`config.mk`:
```
export PLATFORM = sky130hd
export DESIGN_NAME = mem_scan_loader
export DESIGN_NICKNAME = d
export VERILOG_FILES = /design/src/rtl/mem_scan_loader_pkg.sv /design/src/rtl/mem_scan_loader_scan_serdes.sv /design/src/rtl/mem_scan_loader.sv
export SDC_FILE = /design/constraint.sdc
export NUM_CORES = 1
export LEC_CHECK = 0
export CORE_MARGIN = 1
export CORE_UTILIZATION = 30
export CTS_BUF_LIST = sky130_fd_sc_hd__clkbuf_16
export CTS_CLUSTER_SIZE = 24
export DETAILED_ROUTE_END_ITERATION = 10
export GPL_TIMING_DRIVEN = 0
export PLACE_DENSITY = 0.5
export SETUP_SLACK_MARGIN = 0.05
export SLEW_MARGIN = 25
export SYNTH_ARGS = -nofsm -noshare
export SYNTH_HDL_FRONTEND = slang
export SYNTH_SLANG_ARGS = --single-unit
```
`constraint.sdc`:
```
create_clock -name clk -period 1.6 [get_ports clk]
set_input_delay 0.24 -clock clk [delete_from_list [all_inputs] [get_ports clk]]
set_output_delay 0.24 -clock clk [all_outputs]
set_load 0.03 [all_outputs]
```
`src/rtl/mem_scan_loader_pkg.sv`:
```
// Shared types and constants for the memory-bank scan-chain loader.
// The chain is 31 data cells, the button bit and the 7-bit LED register (256 bits).
package mem_scan_pkg;

   localparam int SCAN_DATA_WIDTH = 8;
   localparam int SCAN_CHAIN_LEN  = 256;

   typedef enum logic [2:0] {
      IDLE,
      FETCH,
      SHIFT,
      EMIT,
      FINISH
   } scan_state_e;

endpackage

```
`src/rtl/mem_scan_loader_scan_serdes.sv`:
```
// Byte serialiser/deserialiser for the scan chain.
// Sends MSB first and captures the bit leaving the chain before each shift.
module scan_serdes
   import mem_scan_pkg::*;
#(
   parameter int DATA_WIDTH = SCAN_DATA_WIDTH
) (
   input  logic                  clk,
   input  logic                  rst_n,
   input  logic                  i_load,
   input  logic [DATA_WIDTH-1:0] i_tx_data,
   input  logic                  i_shift,
   input  logic                  i_recirc,
   input  logic                  i_scan_out,
   output logic                  o_scan_in,
   output logic                  o_last_bit,
   output logic [DATA_WIDTH-1:0] o_rx_word
);

   localparam int BW = $clog2(DATA_WIDTH);
   localparam logic [BW-1:0] LAST_BIT = BW'(DATA_WIDTH - 1);

   logic [DATA_WIDTH-1:0] r_tx;
   logic [DATA_WIDTH-1:0] r_rx;
   logic [BW-1:0]         r_bit_cnt;
   logic                  w_tx_bit;

   always_ff @(posedge clk or negedge rst_n) begin
      if (!rst_n) begin
         r_tx      <= '0;
         r_rx      <= '0;
         r_bit_cnt <= '0;
      end else begin
         if (i_load) begin
            r_tx      <= i_tx_data;
            r_bit_cnt <= '0;
         end else if (i_shift) begin
            r_rx      <= o_rx_word;
            r_bit_cnt <= r_bit_cnt + BW'(1);
         end
      end
   end

   assign w_tx_bit   = r_tx[LAST_BIT - r_bit_cnt];
   // Recirculation feeds the outgoing bit straight back so a dump is non-destructive.
   assign o_scan_in  = i_recirc ? i_scan_out : w_tx_bit;
   assign o_last_bit = (r_bit_cnt == LAST_BIT);
   // Includes the bit being sampled this cycle, so the word is complete on the last shift.
   assign o_rx_word  = {r_rx[DATA_WIDTH-2:0], i_scan_out};

endmodule

```
`src/rtl/mem_scan_loader.sv`:
```
// Scan-chain pass controller: streams host bytes into the memory bank chain while
// returning the bytes that fall out, and holds the CPU while the chain moves.
module mem_scan_loader
   import mem_scan_pkg::*;
#(
   parameter int DATA_WIDTH = SCAN_DATA_WIDTH,
   parameter int CHAIN_LEN  = SCAN_CHAIN_LEN
) (
   input  logic                  clk,
   input  logic                  rst_n,
   input  logic                  start,
   input  logic                  recirculate,
   input  logic                  abort,
   input  logic [DATA_WIDTH-1:0] in_data,
   input  logic                  in_valid,
   output logic                  in_ready,
   output logic [DATA_WIDTH-1:0] out_data,
   output logic                  out_valid,
   input  logic                  out_ready,
   output logic                  mem_scan_enable,
   output logic                  mem_scan_in,
   input  logic                  mem_scan_out,
   output logic                  cpu_halt,
   output logic                  busy,
   output logic                  done
);

   localparam int BYTE_CNT = CHAIN_LEN / DATA_WIDTH;
   localparam int BCW      = $clog2(BYTE_CNT) + 1;
   localparam logic [BCW-1:0] LAST_BYTE = BCW'(BYTE_CNT - 1);

   scan_state_e           r_state;
   scan_state_e           w_state_next;
   logic                  r_mode;
   logic [BCW-1:0]        r_byte_cnt;
   logic [DATA_WIDTH-1:0] r_out_data;

   logic                  w_in_ready;
   logic                  w_out_valid;
   logic                  w_scan_en;
   logic                  w_busy;
   logic                  w_done;
   logic                  w_load;
   logic                  w_last_bit;
   logic                  w_serdes_in;
   logic [DATA_WIDTH-1:0] w_rx_word;

   always_ff @(posedge clk or negedge rst_n) begin
      if (!rst_n) begin
         r_state <= IDLE;
      end else begin
         r_state <= w_state_next;
      end
   end

   always_comb begin
      w_state_next = r_state;
      case (r_state)
         IDLE:   if (start) w_state_next = FETCH;
         FETCH: begin
            if (abort)                    w_state_next = IDLE;
            else if (r_mode || in_valid)  w_state_next = SHIFT;
         end
         SHIFT: begin
            if (abort)           w_state_next = IDLE;
            else if (w_last_bit) w_state_next = EMIT;
         end
         EMIT: begin
            if (abort)          w_state_next = IDLE;
            else if (out_ready) w_state_next = (r_byte_cnt == LAST_BYTE) ? FINISH : FETCH;
         end
         FINISH:  w_state_next = IDLE;
         default: w_state_next = IDLE;
      endcase
   end

   // Abort masks every strobe in its cycle so no handshake or shift slips through.
   always_comb begin
      w_in_ready  = 1'b0;
      w_out_valid = 1'b0;
      w_scan_en   = 1'b0;
      w_busy      = 1'b0;
      w_done      = 1'b0;
      case (r_state)
         FETCH: begin
            w_busy     = 1'b1;
            w_in_ready = !r_mode && !abort;
         end
         SHIFT: begin
            w_busy    = 1'b1;
            w_scan_en = !abort;
         end
         EMIT: begin
            w_busy      = 1'b1;
            w_out_valid = !abort;
         end
         FINISH:  w_done = !abort;
         default: ;
      endcase
   end

   always_ff @(posedge clk or negedge rst_n) begin
      if (!rst_n) begin
         r_mode     <= 1'b0;
         r_byte_cnt <= '0;
         r_out_data <= '0;
      end else begin
         if (r_state == IDLE && start) begin
            r_mode     <= recirculate;
            r_byte_cnt <= '0;
         end
         if (w_out_valid && out_ready) begin
            r_byte_cnt <= r_byte_cnt + BCW'(1);
         end
         if (w_scan_en && w_last_bit) begin
            r_out_data <= w_rx_word;
         end
      end
   end

   assign w_load = (r_state == FETCH) && !abort && (r_mode || in_valid);

   scan_serdes #(
      .DATA_WIDTH (DATA_WIDTH)
   ) u_serdes (
      .clk        (clk),
      .rst_n      (rst_n),
      .i_load     (w_load),
      .i_tx_data  (in_data),
      .i_shift    (w_scan_en),
      .i_recirc   (r_mode),
      .i_scan_out (mem_scan_out),
      .o_scan_in  (w_serdes_in),
      .o_last_bit (w_last_bit),
      .o_rx_word  (w_rx_word)
   );

   assign in_ready        = w_in_ready;
   assign out_valid       = w_out_valid;
   assign out_data        = r_out_data;
   assign mem_scan_enable = w_scan_en;
   // Held low outside shift cycles so the loopback path cannot leak onto the pin.
   assign mem_scan_in     = w_scan_en && w_serdes_in;
   assign busy            = w_busy;
   assign cpu_halt        = w_busy;
   assign done            = w_done;

endmodule

```
; Yosys cells after proc, flatten, opt, wreduce, memory -nomap -nowiden
; Cells that the tools add are included.
; Widths: inputs -> output; s select.
[word_totals]
word_cells = 59
out_inout_bits = 15
ff_bits = 36
[classes]
n_bitwise = 1
eq_ne = 10
addsub = 3
order_cmp = 1
mux = 21
reduce_logical = 16
[op_table]
columns = cell, count
row1 = $mux 3, 10
row2 = $mux 6, 2
row3 = $pmux 3 s4, 1
row4 = $logic_and 1x1->1, 7
row5 = $mux 1, 7
row6 = $add 6x1->6 const B, 1
row7 = $eq 3x2->1 const B, 2
row8 = $eq 3x3->1 const B, 2
row9 = $eq 6x5->1 const B, 1
row10 = $ne 3x3->1 const B, 2
row11 = $lt 3x4->1 const B, 1
row12 = $reduce_and 4->1, 1
row13 = $reduce_bool 2->1, 2
row14 = $add 3x1->3 const B, 1
row15 = $bmux 1 s3, 1
row16 = $eq 3x1->1 const B, 1
row17 = $logic_not 3->1, 1
row18 = $ne 3x2->1 const B, 1
row19 = $reduce_or 3->1, 1
row20 = $sub 3x3->3 const A, 1
row21 = $logic_not 1->1, 2
row22 = $ne 2x2->1 const B, 1
row23 = $reduce_and 2->1, 1
row24 = $logic_or 1x1->1, 1
row25 = $not 1->1, 1

; Longest topological paths before layout
; Gate-level depths: netlist of run 1.
[logic_depth]
ltp_word = 5
mapped_depth = 6
depth_no_buf = 6

; Cells and area by module
; From an unflattened synthesis of run 1, not the netlist that was laid out.
[unflattened]
hier_cells = 145
area_unflattened_um2 = 1730.4
[by_module_without_submodules]
columns = module, area_each_um2, cells_per_inst, n_inst
row1 = mem_scan_loader, 935.9, 92, 1
row2 = scan_serdes, 794.5, 53, 1

; Worst setup path before layout of run 1
; Ideal clock, no wire load.
[synth_timing]
path_type = register to output
start = register r_state[1]
end = output mem_scan_in
path_slack_ps = -529
arrival_time_ps = 1889
required_time_ps = 1360
n_path_buf = 2
path_stages_with_launch = 6
path_cell_list = dfrtp_1 -> nand2b_1 -> or3_1 -> buf_2 -> buf_2 -> a221oi_1
[synth_between]
elab_chain_cells = 3
[synth_rtl]
columns = item, line_no
row1 = "start, declared", mem_scan_loader.sv:32  ; scan_state_e r_state;
row2 = "start signal, assigned", mem_scan_loader.sv:52  ; r_state <= w_state_next;
row3 = $eq 3x2->1, mem_scan_loader.sv:84  ; case (r_state)
row4 = $mux 1, mem_scan_loader.sv:84
row5 = $logic_and 1x1->1, mem_scan_loader.sv:143  ; assign mem_scan_in = w_scan_en && w_serdes_in;
row6 = "end, declared", mem_scan_loader.sv:21  ; output logic mem_scan_in,
; No other way between the ends.

; Final worst setup path of run 1
; Same ends and word-level chain as after synthesis.

==> flow_results.org, run 1 <==
** Detailed routing
- Dividing the detail-routed wire length by the instance count gives 13.5 microns.
- After detailed routing, the number of remaining DRC violations is 0.
- DRT antenna net count :: 0
- Number of DRC violations after detailed-routing iteration 0 :: 45
- Overall via count from detail_route :: 1,282
- DRT Wirelength :: 3.73 mm
- The first detailed-routing pass ran for 4 iterations.
- Dividing the detail-routed via count by the number of cells gives 4.64.

** Die
- Starting utilization of the core area :: 31.1%
- Die Area :: 0.00601 sq mm
- In this run the vertical extent of the chip is about 78 microns.
- The die is 77.5 microns wide.
- # IOs :: 31
- After floorplanning, the core was sized to cover 0.00551 sq mm.
- The floorplan has 27 rows.

** Placed design
- In this run the cell area measured after placement is 0.00219 sq mm.
- Including well taps, the total number of placed cells is 249.
- During placement, the flow inserted port buffers numbering 30.
- Summed over all nets, the half-perimeter wirelength after detailed placement is 2.41 mm.
- Routability-driven placement congestion ratio :: 0.740

** Clocking
- Count of clock tree sinks :: 36
- TritonCTS clock tree :: built
- Maximum buffer depth of the clock tree :: 2
- Clock slew at the register clock pins of the worst setup and hold paths :: 50 ps
- Number of buffers created by CTS :: 5
- CTS HTree Levels :: 2
- Clock latency at the later pin of the worst-skew pair :: 280 ps
- Clock root buffer master :: sky130_fd_sc_hd__clkbuf_16

** Setup path
- Worst Path Required :: 1360 ps
- The critical path starts at r_state[1].
- In this run the critical register-to-register path is launched from r_state[1].
- Register-to-register setup slack :: -230 ps
- Among cell families on the critical path, the largest total delay comes from simple AND/OR/NAND/NOR gates.
- STA classifies the critical path endpoint as an output pin.
- For the worst setup path, the data arrival time is 1700 ps.
- Largest stage delay, worst path :: 370 ps
- STA classifies the critical path startpoint as a flop.
- Buffers plus inverters on the worst setup path :: 3
- The critical path is of the flop to output pin type.
- On the critical path, the stage with the largest delay is an instance of sky130_fd_sc_hd__dfrtp_2.
- Cell Chain, Critical Path :: nand2b_1 > or3_1 > buf_6 > buf_8 > a221oi_2 > buf_4
- Of all nets on the critical path, the largest fanout is 2.

** STA
- Once routing completed, OpenROAD measured the worst setup slack at -337 ps.
- Measured against its own limit, the worst slew margin works out to 72.4%.
- The number of max-slew violations in the final report is 0.
- For the pin with the worst max-slew slack, the measured transition is 415 ps.
- Final period demand of the worst path :: ~1900 ps
- In the finished design, the share of the clock period the worst path needs comes to 121%.
- Final hold violation count :: 0
- Maximum clock skew at final layout :: roughly 3.6 ps
- Top achievable clock speed :: 0.516 GHz
- Unrepaired setup endpoints after global routing :: true
- Setup violations remaining at the end of the flow were counted as 33.

** Power and ir drop
- Leakage :: 0.00136 uW
- Power per Cell Area :: 1480 mW/mm^2
- Across the VDD grid, the largest voltage drop is 0.000634 V.

** Outcome
- The checks that failed: negative setup slack.
- Result of the run :: complete, but fails checks

** Job
- Max-cap violations in this run came to 0.

** Global routing
- First-pass GRT wire length :: about 6.4 mm
- Gr ovfl total :: 0
- Number of global-route vias before repair :: 1,314
- Global routing used 13.8% of the available tracks across all layers.
- Maximum number of pins on one net before global-route repair :: 22
- The initial antenna violation count came to 0.

** Finish
- Multi-input logic area :: 892 sq um
- The repair_antennas step left the layout with diodes totalling 0.
- Total Nets Final :: 222
- Share of layout cells above drive strength 1 :: around two fifths
- Non-filler instance count after layout :: between 200 and 300
- Summing all flip-flop and latch instances after layout gives ~900 sq um.
- Summing all non-filler instances in the final layout gives an area of 0.00265 sq mm.
- Area Overhead vs Synth :: 55.1%
- Share of the core filled with cells in the final layout :: 48.2%
- Filler Cells Inserted :: 482

** Yosys
- After synthesis the netlist holds a flip-flop and latch count of 36.
- Share of synthesized flip-flops with an asynchronous set or reset :: 100%
- During synthesis, Yosys emitted a total of 0 warnings.
- Summing the sequential cell areas from Yosys gives about 53% of the chip area.
- EDFF count, synth :: 0
- A synthesized cell averages 11.7 sq um.
- Predominant post-synthesis flop cell :: sky130_fd_sc_hd__dfrtp_1
- The cell count after synthesis came out at 146.
- Post-synth design cell area :: 0.00171 sq mm
- Synthesized net count :: 165
- Post-synthesis cell type count :: 37

** Min path
- In this run the most critical hold path is launched from abort.
- The tightest min-delay check is of the primary input to flop type.
==> through the flow <==
step	setup WS, ps	setup TNS, ps	power, uW	hold slack (ps)
after floorplan	-238	-1200	2140	-55.6
after global placement	-1120	-31950	2420	462
after detailed placement	-1120	-14560	2460	198
after CTS	-374	-4370	3920	356
after global routing	-411	-5650	4160	433
final	-337	-4100	3930	399
==> worst reg2reg max path, cell delays in order (launching register included) <==
cell and delay (ps):
sky130_fd_sc_hd__dfrtp_2 410, sky130_fd_sc_hd__buf_6 130, sky130_fd_sc_hd__or4b_4 540, sky130_fd_sc_hd__o31ai_4 210
sky130_fd_sc_hd__a21o_1 130, sky130_fd_sc_hd__mux2_4 290
==> power by group <==
| group | total, uW | switching, uW | internal [uW] |
|---|---|---|---|
| Clock | 1080 | 351 | 725 |
| Sequential | 1360 | 211 | 1150 |
| Combinational | 1490 | 624 | 865 |
| Total | 3930 | 1190 | 2740 |
==> state kept, by name, indices dropped and copies added (netlist names) <==
name,flops
out_data,8
r_byte_cnt,6
r_mode,1
r_state,3
u_serdes.r_bit_cnt,3
u_serdes.r_rx,7
u_serdes.r_tx,8
==> cell families after synthesis <==
family	share of synthesized area [%]
and+or+nand+nor	17.5
DFF	52.7
muxes	17.9
AOI/OAI and AO/OA	6.44
buffers and inverters	3.29
adders and majority gates	2.19
==> cell type report <==
cell class / count / area share [%]
clock inverter: 3 / 1.46
inverter: 5 / 1.18
timing repair buffer: 51 / 20.0
multi-input combinational: 100 / 33.6
clock buffer: 5 / 4.72
buffer: 4 / 1.56
sequential: 36 / 34.1
tap: 72 / 3.40
==> per-layer routing <==
layer / wire [microns] / global-route usage [%]
met5: 0 / 0
met4: 60 / 5.09
met3: 143 / 4.35
met2: 1780 / 21.5
met1: 1740 / 17.8
==> cell usage after synthesis (all sizes together) (2+ instances only) <==
| cell | n | area share, % |
|---|---|---|
| nand2b | 2 | 0.73 |
| ha | 3 | 2.2 |
| buf | 5 | 1.9 |
| inv | 4 | 0.88 |
| nand2 | 31 | 7.8 |
| o21ai | 6 | 1.8 |
| mux2i | 4 | 2.3 |
| nor3 | 2 | 0.59 |
| nor2 | 7 | 1.7 |
| dfrtp | 36 | 53 |
| nand4 | 2 | 0.73 |
| a21oi | 2 | 0.59 |
| mux2 | 19 | 14 |
| or4b | 2 | 1.4 |
| nand3 | 2 | 0.59 |
| or3 | 3 | 1.1 |
==> final timing paths <==
| check | to | cells after the start |
|---|---|---|
| min in group asynchronous | r_byte_cnt[0] | 2 |
| setup / recovery | mem_scan_in | 6 |
| max in group asynchronous | u_serdes.r_bit_cnt[0] | 3 |
| hold / removal | r_state[1] | 2 |
| hold reg to reg | u_serdes.r_rx[6] | 2 |
| setup reg to reg | r_state[0] | 5 |
==> timing repair <==
action                     4_1_cts  5_1_grt
hold endpoints to repair        15        0
setup buffers                   17        3
hold buffers                     1        0
setup endpoints to repair       36       40
pin swaps                        6        7
gates resized for setup         79       23
cloned                           1        0
==> cells in the final DEF (no fill, tap or decap), drive strengths merged, types with 2 or more instances in the layout <==
master / instances
a21oi: 2
nor2: 7
dlygate4sd2: 4
buf: 32
nand2b: 2
nand3: 2
ha: 3
dlymetal6s2s: 5
dfrtp: 36
nand2: 31
or4b: 2
clkbuf: 5
mux2: 19
inv: 5
nor3: 2
mux2i: 4
clkdlybuf4s50: 13
clkinv: 2
o21ai: 6
or3: 3
nand4: 2
No activity file was read; power rests on OpenSTA's default activity.
==> inputs of run 2 (changes only) <==
- GPL_ROUTABILITY_DRIVEN: unset -> 1
==> results of run 2 <==
No change in the layout: final DEF, timing and power equal those of run 1.
==> inputs of run 3 (changes only) <==
- PLACE_DENSITY: 0.5 -> 0.49
- clock period: 1.6 -> 2 ns (I/O delays scaled with it)
==> run 3 against run 2 <==
Against the previous run: utilization fell by 5.6 points; power decreased by 34%; first-iteration DRC count shrank 49%; the run now ends clean; non-clock buffer count decreased by 10; highest routed layer unchanged; sequential share of layout area grew 4.5 points; die area unchanged; register-to-register slack better by 390 ps; worst setup slack gained 370 ps; routed wire length down 13%; critical path type is now primary input to output pin.
==> flow_results.org, run 3 (synthesis gave the netlist of run 1 again) <==
** Global routing
- The largest net degree at the start of global routing came to 24 (+9.1%).
- First-pass GRT wire length :: 5.71 mm (-10%)
- The total routing resource utilization after global routing is 12.4% (-1.4 points).
- The initial antenna violation count is 0 (unchanged).
- The number of global-route vias before repair was 1,222 (-7.0%).
- Gr ovfl total :: 0 (unchanged)

** Detailed routing
- The number of DRC markers after the initial detailed-route iteration is 23 (-49%).
- The antenna violation net count after detailed routing came to 0 (unchanged).
- Overall via count from detail_route :: 1,184 (-7.6%)
- DRT Wirelength :: 3.23 mm (-13%)
- The number of DRC violations after detailed routing is 0 (unchanged).
- The per-cell via count in the routed design came to 4.47 (-3.8%).
- The routed wire length per instance came to 12.2 microns (-9.7%).
- The number of iterations in the first detailed-routing pass came to 3 (-1).

** Clocking
- TritonCTS built the clock tree.
- The clock latency on the worst-skew pair was 270 ps (about the same).
- The tree is rooted in a sky130_fd_sc_hd__clkbuf_16.
- The TritonCTS buffer count was 5 (unchanged).
- Count of clock tree sinks :: 36 (unchanged)
- The number of H-tree branching levels was 2 (unchanged).
- Clock slew at the register clock pins of the worst setup and hold paths :: 50 ps (about the same)
- Maximum buffer depth of the clock tree :: 2 (unchanged)

** Setup path
- The data arrival time of the worst path was 1660 ps (-40 ps).
- In this run the critical register-to-register path is captured at r_state[0].
- Register-to-register setup slack :: 160 ps (+390 ps)
- Crit path launch :: abort
- The startpoint identified for the worst register-to-register timing path is r_state[1].
- Walking the worst path, the cells encountered are dlygate4sd2_1 > nand2b_1 > or3_4 > buf_8 > a221oi_2 > buf_4.
- Kind of capture point of the worst setup path :: output pin
- The total buffers and inverters traversed by the critical path came to 3 (unchanged).
- The data required time of the worst path is 1700 ps (+340 ps).
- The slowest stage of the critical path belongs to the cell sky130_fd_sc_hd__or3_4.
- Crit-path max FO :: 5 (+3)
- The setup path with the least slack is of type primary input to output pin.
- STA classifies the critical path startpoint as a primary input.
- Largest stage delay, worst path :: 400 ps (+30 ps)
- Grouping stages by cell kind, the critical path spends the most delay in buffers and inverters.
- The depth of the worst register-to-register path came to 6 (+1).

** Power and ir drop
- Maximum vdd ir drop :: 0.000585 V (-7.7%)
- The overall power of the completed layout is 2600 uW (-34%).
- Power per Cell Area :: 1110 mW/mm^2 (-25%)
- The leakage power figure is 0.00111 uW (-18%).

** Finish
- Filler Cells Inserted :: 528 (+9.5%)
- Ant. Diodes :: 0 (unchanged)
- Non-filler instance count after layout :: 265 (-4.0%)
- Total Nets Final :: 212 (-4.5%)
- The core utilization of the finished layout is 42.6% (-5.6 points).
- Leaving out fill and tap cells, the most frequent cells in the layout are 33 x sky130_fd_sc_hd__dfrtp_1, 30 x sky130_fd_sc_hd__nand2_1, 21 x sky130_fd_sc_hd__clkdlybuf4s50_1.
- Most frequent standard cell in the layout excluding fill and tap cells :: sky130_fd_sc_hd__dfrtp_1
- The share of post-route cells with drive strength above 1 was 24.4% (-16 points).
- Area Overhead vs Synth :: 37.1%

** Die
- The placeable core area came to 0.00551 sq mm (unchanged).
- # IOs :: 31 (unchanged)
- The die outline width is 77.5 microns (unchanged).
- Die Area :: 0.00601 sq mm (unchanged)
- The number of placement rows is 27 (unchanged).
- The chip height came to 77.5 microns (unchanged).
- Starting utilization of the core area :: 31.1% (unchanged)

** Min path
- Worst Hold Path Cells :: 2 (unchanged)
- Launch instance of the worst min-delay path :: abort
- Hold Crit Endpoint :: r_state[1]
- Worst min-delay path category :: primary input to flop

** STA
- The worst-case clock skew is 4.83 ps (+1.27 ps).
- Based on the critical path, the design can be clocked at up to 0.509 GHz.
- Final setup fails :: 0 (-100%)
- Worst Hold Margin :: 421 ps (+21.6 ps)
- Final WS setup :: 35.8 ps (+373 ps)
- The count of final hold-check violations came to 0 (unchanged).
- The worst-margin pin slew came to 374 ps (-40.3 ps).
- Final max-slew violation count :: 0 (unchanged)
- The headroom to the max-slew limit came to 75.0% (+2.7 points).
- Final period demand of the worst path :: 1960 ps
- Final clock period utilization by the worst path :: 98.2%
- Setup repair after global routing could not meet its margin everywhere.

** Outcome
- The run finished with clean final reports.

** Job
- Max Cap Viol :: 0 (unchanged)

** Placed design
- The number of cells after detailed placement is 249 (unchanged).
- The post-place setup slack was -831 ps (+290 ps).
- Count of port buffers added during placement :: 30 (unchanged)
- Routability-driven placement congestion ratio :: 0.773 (+4.4%)
- DP Wirelength :: 2.35 mm (-2.6%)
[run 3: worst max-delay path by stage]
stage	end	slack [ps]	cells after the start
final	mem_scan_in	40	6
after global routing	mem_scan_in	-20	5
after CTS	mem_scan_in	-90	5
after detailed placement	mem_scan_in	-830	7
after global placement	mem_scan_in	-820	7
after floorplan	done	100	2
[run 3: metrics by stage]
step                cell area, sq um  setup TNS (ps)
finish                          2340               0
floorplan                       1720               0
detailed placement              2130           -3560
global route                    2340           -16.7
CTS                             2270           -90.6
global placement                2110          -10510
[run 3: what timing repair did]
item	4_1_cts	5_1_grt
gates resized for setup	27	11
hold buffers	1	0
buffers inserted	0	9
pin swaps	0	2
endpoints found under the hold margin	13	0
endpoints found under the setup margin	7	3
[run 3: worst register-to-register path, delay by kind of cell (launching register included)]
family	cells	cell delay [ps]
muxes	1	310
AOI/OAI and AO/OA	2	230
buffers and inverters	2	280
DFF	1	430
and+or+nand+nor	1	480
[run 3: report_power, final]
group          internal, uW  switching (uW)  total, uW
clock                   446             264        710
combinational           416             396        811
sequential              920             160       1080
total                  1780             819       2600
[run 3: area by class of cell]
class / instances / area [sq um] / area share, %
timing repair buffer: 41 / 379 / 16.2
clock buffer: 5 / 125 / 5.34
clock inverter: 2 / 8.76 / 0.374
multi-input combinational: 100 / 776 / 33.1
sequential: 36 / 905 / 38.6
tap: 72 / 90.1 / 3.84
buffer: 4 / 37.5 / 1.60
inverter: 5 / 23.8 / 1.01
[run 3: per-layer routing]
layer	global-route usage, %	up-vias	routed length [microns]
met5	0	-	0
met2	19.3	25	1480
met3	4.00	4	138
li1	-	606	-
met1	15.8	549	1580
met4	5.09	0	32
